[src/rtl/cbc_stream_ctrl.sv]
// rtl/cbc_stream_ctrl.sv - streaming CBC encrypt/decrypt engine, one block per handshake
// Chaining register lives here so the message is never presented as one wide vector.
module cbc_stream_ctrl #(
  parameter int N = 2,
  parameter int M = 4
) (
  input  logic                   clk,
  input  logic                   rst,
  input  logic                   start,
  input  logic                   enc_dec,
  input  logic [8*N-1:0]         key,
  input  logic                   in_valid,
  input  logic [8*N-1:0]         in_block,
  output logic                   in_ready,
  output logic                   out_valid,
  output logic [8*N-1:0]         out_block,
  input  logic                   out_ready,
  output logic                   busy,
  output logic                   done,
  output logic [$clog2(M):0]     blk_idx
);

  localparam int W  = 8 * N;
  localparam int IW = $clog2(M) + 1;

  typedef enum logic [1:0] {
    S_IDLE,
    S_RUN,
    S_DRAIN,
    S_DONE
  } state_t;

  state_t          state_q, state_d;
  logic [W-1:0]    prev_q, prev_d;
  logic            mode_q, mode_d;
  logic [IW-1:0]   blk_idx_q, blk_idx_d;
  logic            out_valid_q, out_valid_d;
  logic [W-1:0]    out_block_q, out_block_d;

  logic            accept;
  logic            out_hs;
  logic [W-1:0]    xor_blk;
  logic            last_blk;

  // Single-entry output register: a new block may enter whenever the slot is
  // empty or is being emptied in the same cycle.
  assign in_ready = (state_q == S_RUN) && (!out_valid_q || out_ready);
  assign accept   = in_valid && in_ready;
  assign out_hs   = out_valid_q && out_ready;
  assign xor_blk  = in_block ^ prev_q;
  assign last_blk = (blk_idx_q == IW'(M - 1));

  always_comb begin
    state_d     = state_q;
    prev_d      = prev_q;
    mode_d      = mode_q;
    blk_idx_d   = blk_idx_q;
    out_valid_d = out_valid_q;
    out_block_d = out_block_q;

    case (state_q)
      S_IDLE: begin
        if (start) begin
          prev_d    = key;
          mode_d    = enc_dec;
          blk_idx_d = '0;
          state_d   = S_RUN;
        end
      end

      S_RUN: begin
        if (accept) begin
          out_block_d = xor_blk;
          out_valid_d = 1'b1;
          // Encrypt chains on the produced ciphertext, decrypt on the consumed one.
          prev_d      = mode_q ? xor_blk : in_block;
          blk_idx_d   = blk_idx_q + 1'b1;
          if (last_blk) begin
            state_d = S_DRAIN;
          end
        end else if (out_hs) begin
          out_valid_d = 1'b0;
        end
      end

      S_DRAIN: begin
        if (out_hs) begin
          out_valid_d = 1'b0;
          state_d     = S_DONE;
        end
      end

      S_DONE: begin
        state_d = S_IDLE;
      end

      default: begin
        state_d = S_IDLE;
      end
    endcase
  end

  always_ff @(posedge clk or posedge rst) begin
    if (rst) begin
      state_q     <= S_IDLE;
      prev_q      <= '0;
      mode_q      <= 1'b0;
      blk_idx_q   <= '0;
      out_valid_q <= 1'b0;
      out_block_q <= '0;
    end else begin
      state_q     <= state_d;
      prev_q      <= prev_d;
      mode_q      <= mode_d;
      blk_idx_q   <= blk_idx_d;
      out_valid_q <= out_valid_d;
      out_block_q <= out_block_d;
    end
  end

  assign out_valid = out_valid_q;
  assign out_block = out_block_q;
  assign blk_idx   = blk_idx_q;
  assign busy      = (state_q != S_IDLE);
  assign done      = (state_q == S_DONE);

endmodule

[config.mk]
export PLATFORM = sky130hd
export DESIGN_NAME = cbc_stream_ctrl
export DESIGN_NICKNAME = d
export VERILOG_FILES = /design/src/rtl/cbc_stream_ctrl.sv
export SDC_FILE = /design/constraint.sdc
export NUM_CORES = 1
export LEC_CHECK = 0
export ABC_AREA = 1
export CORE_MARGIN = 2
export CORE_UTILIZATION = 30
export CTS_CLUSTER_SIZE = 25
export DETAILED_ROUTE_END_ITERATION = 6
export PLACE_DENSITY = 0.6
export SLEW_MARGIN = 20
export SYNTH_ARGS = -nofsm -noshare
export SYNTH_HDL_FRONTEND = slang
export SYNTH_SLANG_ARGS = --single-unit
export TNS_END_PERCENT = 1
[constraint.sdc]
create_clock -name clk -period 1.9 [get_ports clk]
set_input_delay 0.285 -clock clk [delete_from_list [all_inputs] [get_ports clk]]
set_output_delay 0.285 -clock clk [all_outputs]
set_load 0.005 [all_outputs]
After elaboration in Yosys (flattened, before gate mapping) --
Index checks and enable logic that the tools add are counted.
Cells by class: add/subtract/negate cells 1, equal/unequal tests 8, multiplexer cells 15, bitwise logic cells 1, reductions and logical operators 13
Operator list (count):
- $mux 16 | 3
- $pmux 16 s2 | 1
- $xor 16x16->16 | 1
- $mux 2 | 4
- $ne 2x2->1 const B | 4
- $pmux 2 s4 | 1
- $mux 3 | 2
- $pmux 3 s2 | 1
- $reduce_bool 2->1 | 3
- $eq 2x2->1 const B | 2
- $reduce_and 2->1 | 2
- $reduce_and 4->1 | 1
- $add 3x1->3 const B | 1
- $eq 3x2->1 const B | 1
- $logic_and 1x1->1 | 3
- $reduce_and 3->1 | 1
- $eq 2x1->1 const B | 1
- $logic_not 2->1 | 1
- $mux 1 | 2
- $pmux 1 s2 | 1
- $logic_not 1->1 | 1
- $logic_or 1x1->1 | 1
Word-level totals: flip-flop bits (word level) 39, input port bits 38, output and inout port bits 23, logic and storage cells 44

Logic depth before layout (Yosys ltp) --
word-level depth 6, depth in mapped cells 11, gate-level depth less buffers 8

Worst setup path before layout --
OpenSTA, ideal clock, no wires.
kind register -> register, start point reg state_q[1], end point reg prev_q[0], library setup time 0.116 ns, data arrival time 1.431 ns, required time 1.784 ns, path slack 0.352 ns, stages on the path, launching flop included 12, path buffers 3, clock period less this slack 1.548 ns, cells stage by stage dfrtp_1 -> inv_1 -> ha_1 -> buf_6 -> inv_2 -> buf_6 -> a21oi_4 -> nor2_2 -> nand2_4 -> buf_6 -> nand2_1 -> nand2_1
On the way: cells in the longest elaborated chain, start to end 5, elaborated cells between the ends (all ways) 9, classes of those cells eq/ne (3); mux (1); reduce/logical (5)
RTL lines:
- from (decl) | line 33 | state_t state_q, state_d;
- from (signal assigned) | line 112 | state_q <= state_d;
- $eq 2x1->1 | line 47, 61
- $logic_and 1x1->1 | line 47 | assign in_ready = (state_q == S_RUN) && (!out_valid_q || out_ready);
- $logic_and 1x1->1 | line 48 | assign accept = in_valid && in_ready;
- $ne 2x2->1 (no line)
- $reduce_and 3->1 (no line)
- to (signal assigned) | line 113 | prev_q <= prev_d;
- to (decl) | line 34 | logic [W-1:0] prev_q, prev_d;
Parallel ways exist; a longest one is shown, timed or not. A chain may end at the register's enable or synchronous reset.

Worst setup path after layout --
start point reg state_q[0], end point out busy
On the way: cells in the longest elaborated chain, start to end 1
RTL lines:
- $reduce_bool 2->1 | line 124 | assign busy = (state_q != S_IDLE);
- to (decl) | line 18 | output logic busy,
No other way between the ends.

==> key figures <==
Timing
  – Max Clk Rate: 0.561 GHz
  – Tcrit/Tclk final: 93.8%
  – Worst Skew: 0.00966 ns
  – Slew HR: 56.5%
  – Setup ws final: 0.119 ns
  – RSZ-0062 raised after global routing: no
  – Final Hold Vio Count: 0
  – Worst-Margin Slew: 0.650 ns
  – Final setup violating endpoints: 0
  – Fin Setup TNS: 0 ns
  – Final Slew Violations: 0
  – Fin crit period: 1.78 ns

Floorplanning
  – Die height: 92.0 um
  – Core outline area: 7610 um^2
  – Top-Level Pins: 61
  – Die Footprint: 8460 um^2
  – Die Wd: 92.0 um
  – Num rows: 32
  – Initial Utilization: 30.5%

Layout
  – Layout cells sized above 1: 7.75%
  – Ant. Diodes: 0
  – Fillers: 790
  – Register Area: 977 um^2
  – Nets@finish: 444
  – Most frequent cells in the layout: nand2_1 (129), clkdlybuf4s50_1 (59), inv_1 (40)
  – Most common cell after layout, fill and taps aside: nand2_1
  – Layout area overhead: 36.7%
  – Area of the multi-input gates: 1110 um^2

Detailed routing
  – Final ANT Viol Nets: 0
  – Vias per inst: 4.41
  – Final WL: 5920 um
  – DRC errors left: 0
  – Initial DRC Count: 59
  – Vias: 2213
  – Pre-Repair DR Iteration Count: 4
  – Routed length per instance: 11.8 um

Clocking
  – Clock Latency Late Sink: 0.29 ns
  – CTS H-tree lvls: 2
  – CTS Root Cell: clkbuf_8
  – CTS buffer count: 5
  – Hold Buf Count CTS: 0
  – CTS tree: done
  – Clock sink total: 39
  – Clock transition at path regs: 0.09 ns
  – Clock buffer depth: 2

Synthesis
  – Syn avg cell area: 6.93 um^2
  – Synth unique cells: 20
  – Share of the yosys chip area belonging to registers: 42.0%
  – YS warnings: 0
  – Synth Net Count: 380
  – Post-synth top area share: 42.0%
  – Top cells by area, synth: dfrtp_1 (42%), nand2_1 (21%), a21oi_1 (7.1%), inv_1 (6.8%), o21ai_0 (4.3%)
  – Number of synthesized register bits: 39
  – Area leader, netlist: dfrtp_1
  – Post-Syn Area: 2320 um^2
  – Synth Instances: 335

Power
  – Leakage power: 1.65 nW
  – VDD IR max: 0.000463 V
  – Total power draw: 4.93 mW
  – Cell Pwr Density: 1550 nW/um^2

Worst setup path
  – Worst Path Arrival: 1.50 ns
  – Worst r2r src: state_q[0]
  – Crit Path Category: register to primary output
  – Critical path origin: state_q[0]
  – CP Capture Type: primary output
  – Crit path max fanout: 3
  – Crit start category: register
  – Critical Path RT: 1.62 ns
  – Worst Reg-to-Reg Cells: 6
  – R2R Setup Slk: 0.24 ns
  – Crit Reg-Reg Endpoint: prev_q[7]

Global routing
  – Global-route wire length before repair: 10300 um
  – Vias in the first global route: 2247
  – Met3 Usage GRT: 3.12%
  – Initial antenna violation count: 0
  – Total GRT Usage: 15.2%
  – Busiest grt layer: met2
  – Met1 Use GR: 19.1%
  – Largest net degree at the start of global routing: 40
  – Total gr overflow: 0
  – Met2 global-route usage: 27.1%

Hold path
  – Hold crit path type: input port to asynchronous set/reset pin

Status
  – Status: finished clean

Place
  – Final Wtd Congestion: 0.728
  – Worst slack, placed: 0.0687 ns
  – I/O Buffers: 60
  – Post-DP HPWL: 4230 um

Flow run
  – Max_cap viols: 0
-- metrics by stage --
step,cells,hold WS (ns),instance area [um^2],utilization (%)
after floorplan,335,0.444,2320,-
after global placement,492,0.466,3030,39.9
after detailed placement,492,0.473,3030,39.9
after CTS,501,0.316,3170,41.6
after global routing,502,0.331,3180,41.7
final,502,0.315,3180,41.7
-- area by class of cell --
cell class,count,area share [%]
multi-input cells,238,34.8
clock buffers,5,2.17
repair buffers,69,21.4
inverters,46,5.44
well taps,102,4.02
clock inverters,3,1.38
flip-flops and latches,39,30.8
-- worst max-delay path, cell delays in order (launching register included) --
cell             delay [ns]
dfrtp_2                0.42
inv_1                  0.11
ha_2                   0.21
inv_2                  0.04
clkdlybuf4s50_1        0.43
-- per-layer routing --
metal	part of all wire (%)	up-vias
met5	0	-
met4	0.46	0
met3	3.0	2
met2	50	45
met1	47	1004
li1	-	1162
-- cells by family (layout without fill, tap and decap cells) --
kind of cell,after synthesis,count (layout),synth area share (%)
and+or+nand+nor,177,177,31.1
buffers and inverters,58,123,11.0
AOI/OAI and AO/OA,54,54,12.1
DFF,39,39,42.0
adders and majority gates,7,7,3.77
-- sequential cells by signal, indices dropped and copies added (netlist names) --
| register | flops |
|---|---|
| prev_q | 16 |
| out_valid | 1 |
| mode_q | 1 |
| state_q | 2 |
| out_block | 16 |
| blk_idx | 3 |
-- what timing repair did --
action / in CTS / in global routing
gates cloned: 0 / 0
endpoints found under the setup margin: 2 / 1
resized for setup: 6 / 0
buffers inserted: 1 / 1
-- how the worst max path moves through the flow --
stage,to,slack (ns),cells past startpoint
3_3_place_gp,prev_q[5],0.14,7
5_1_grt,busy,0.04,4
4_1_cts,busy,0.04,4
3_5_place_dp,prev_q[6],0.07,7
2_1_floorplan,prev_q[0],0.35,11
6_report,busy,0.12,4
-- cell usage after synthesis --
cell,n
buf_6,4
buf_2,5
clkbuf_2,1
clkbuf_1,2
nor3_4,1
nor2_2,2
inv_1,42
nand2_4,1
or2_2,2
clkinv_1,1
a21oi_1,33
nand2_1,129
nand3_1,18
nor2_1,22
nand4_1,2
inv_2,3
dfrtp_1,39
ha_1,7
o21ai_0,20
a21oi_4,1
-- report_power, final --
group	internal [mW]	switching, mW
Clock	0.392	0.316
Combinational	1.20	1.50
Sequential	1.25	0.271
Total	2.84	2.09
(Power assumes the default switching activity.)
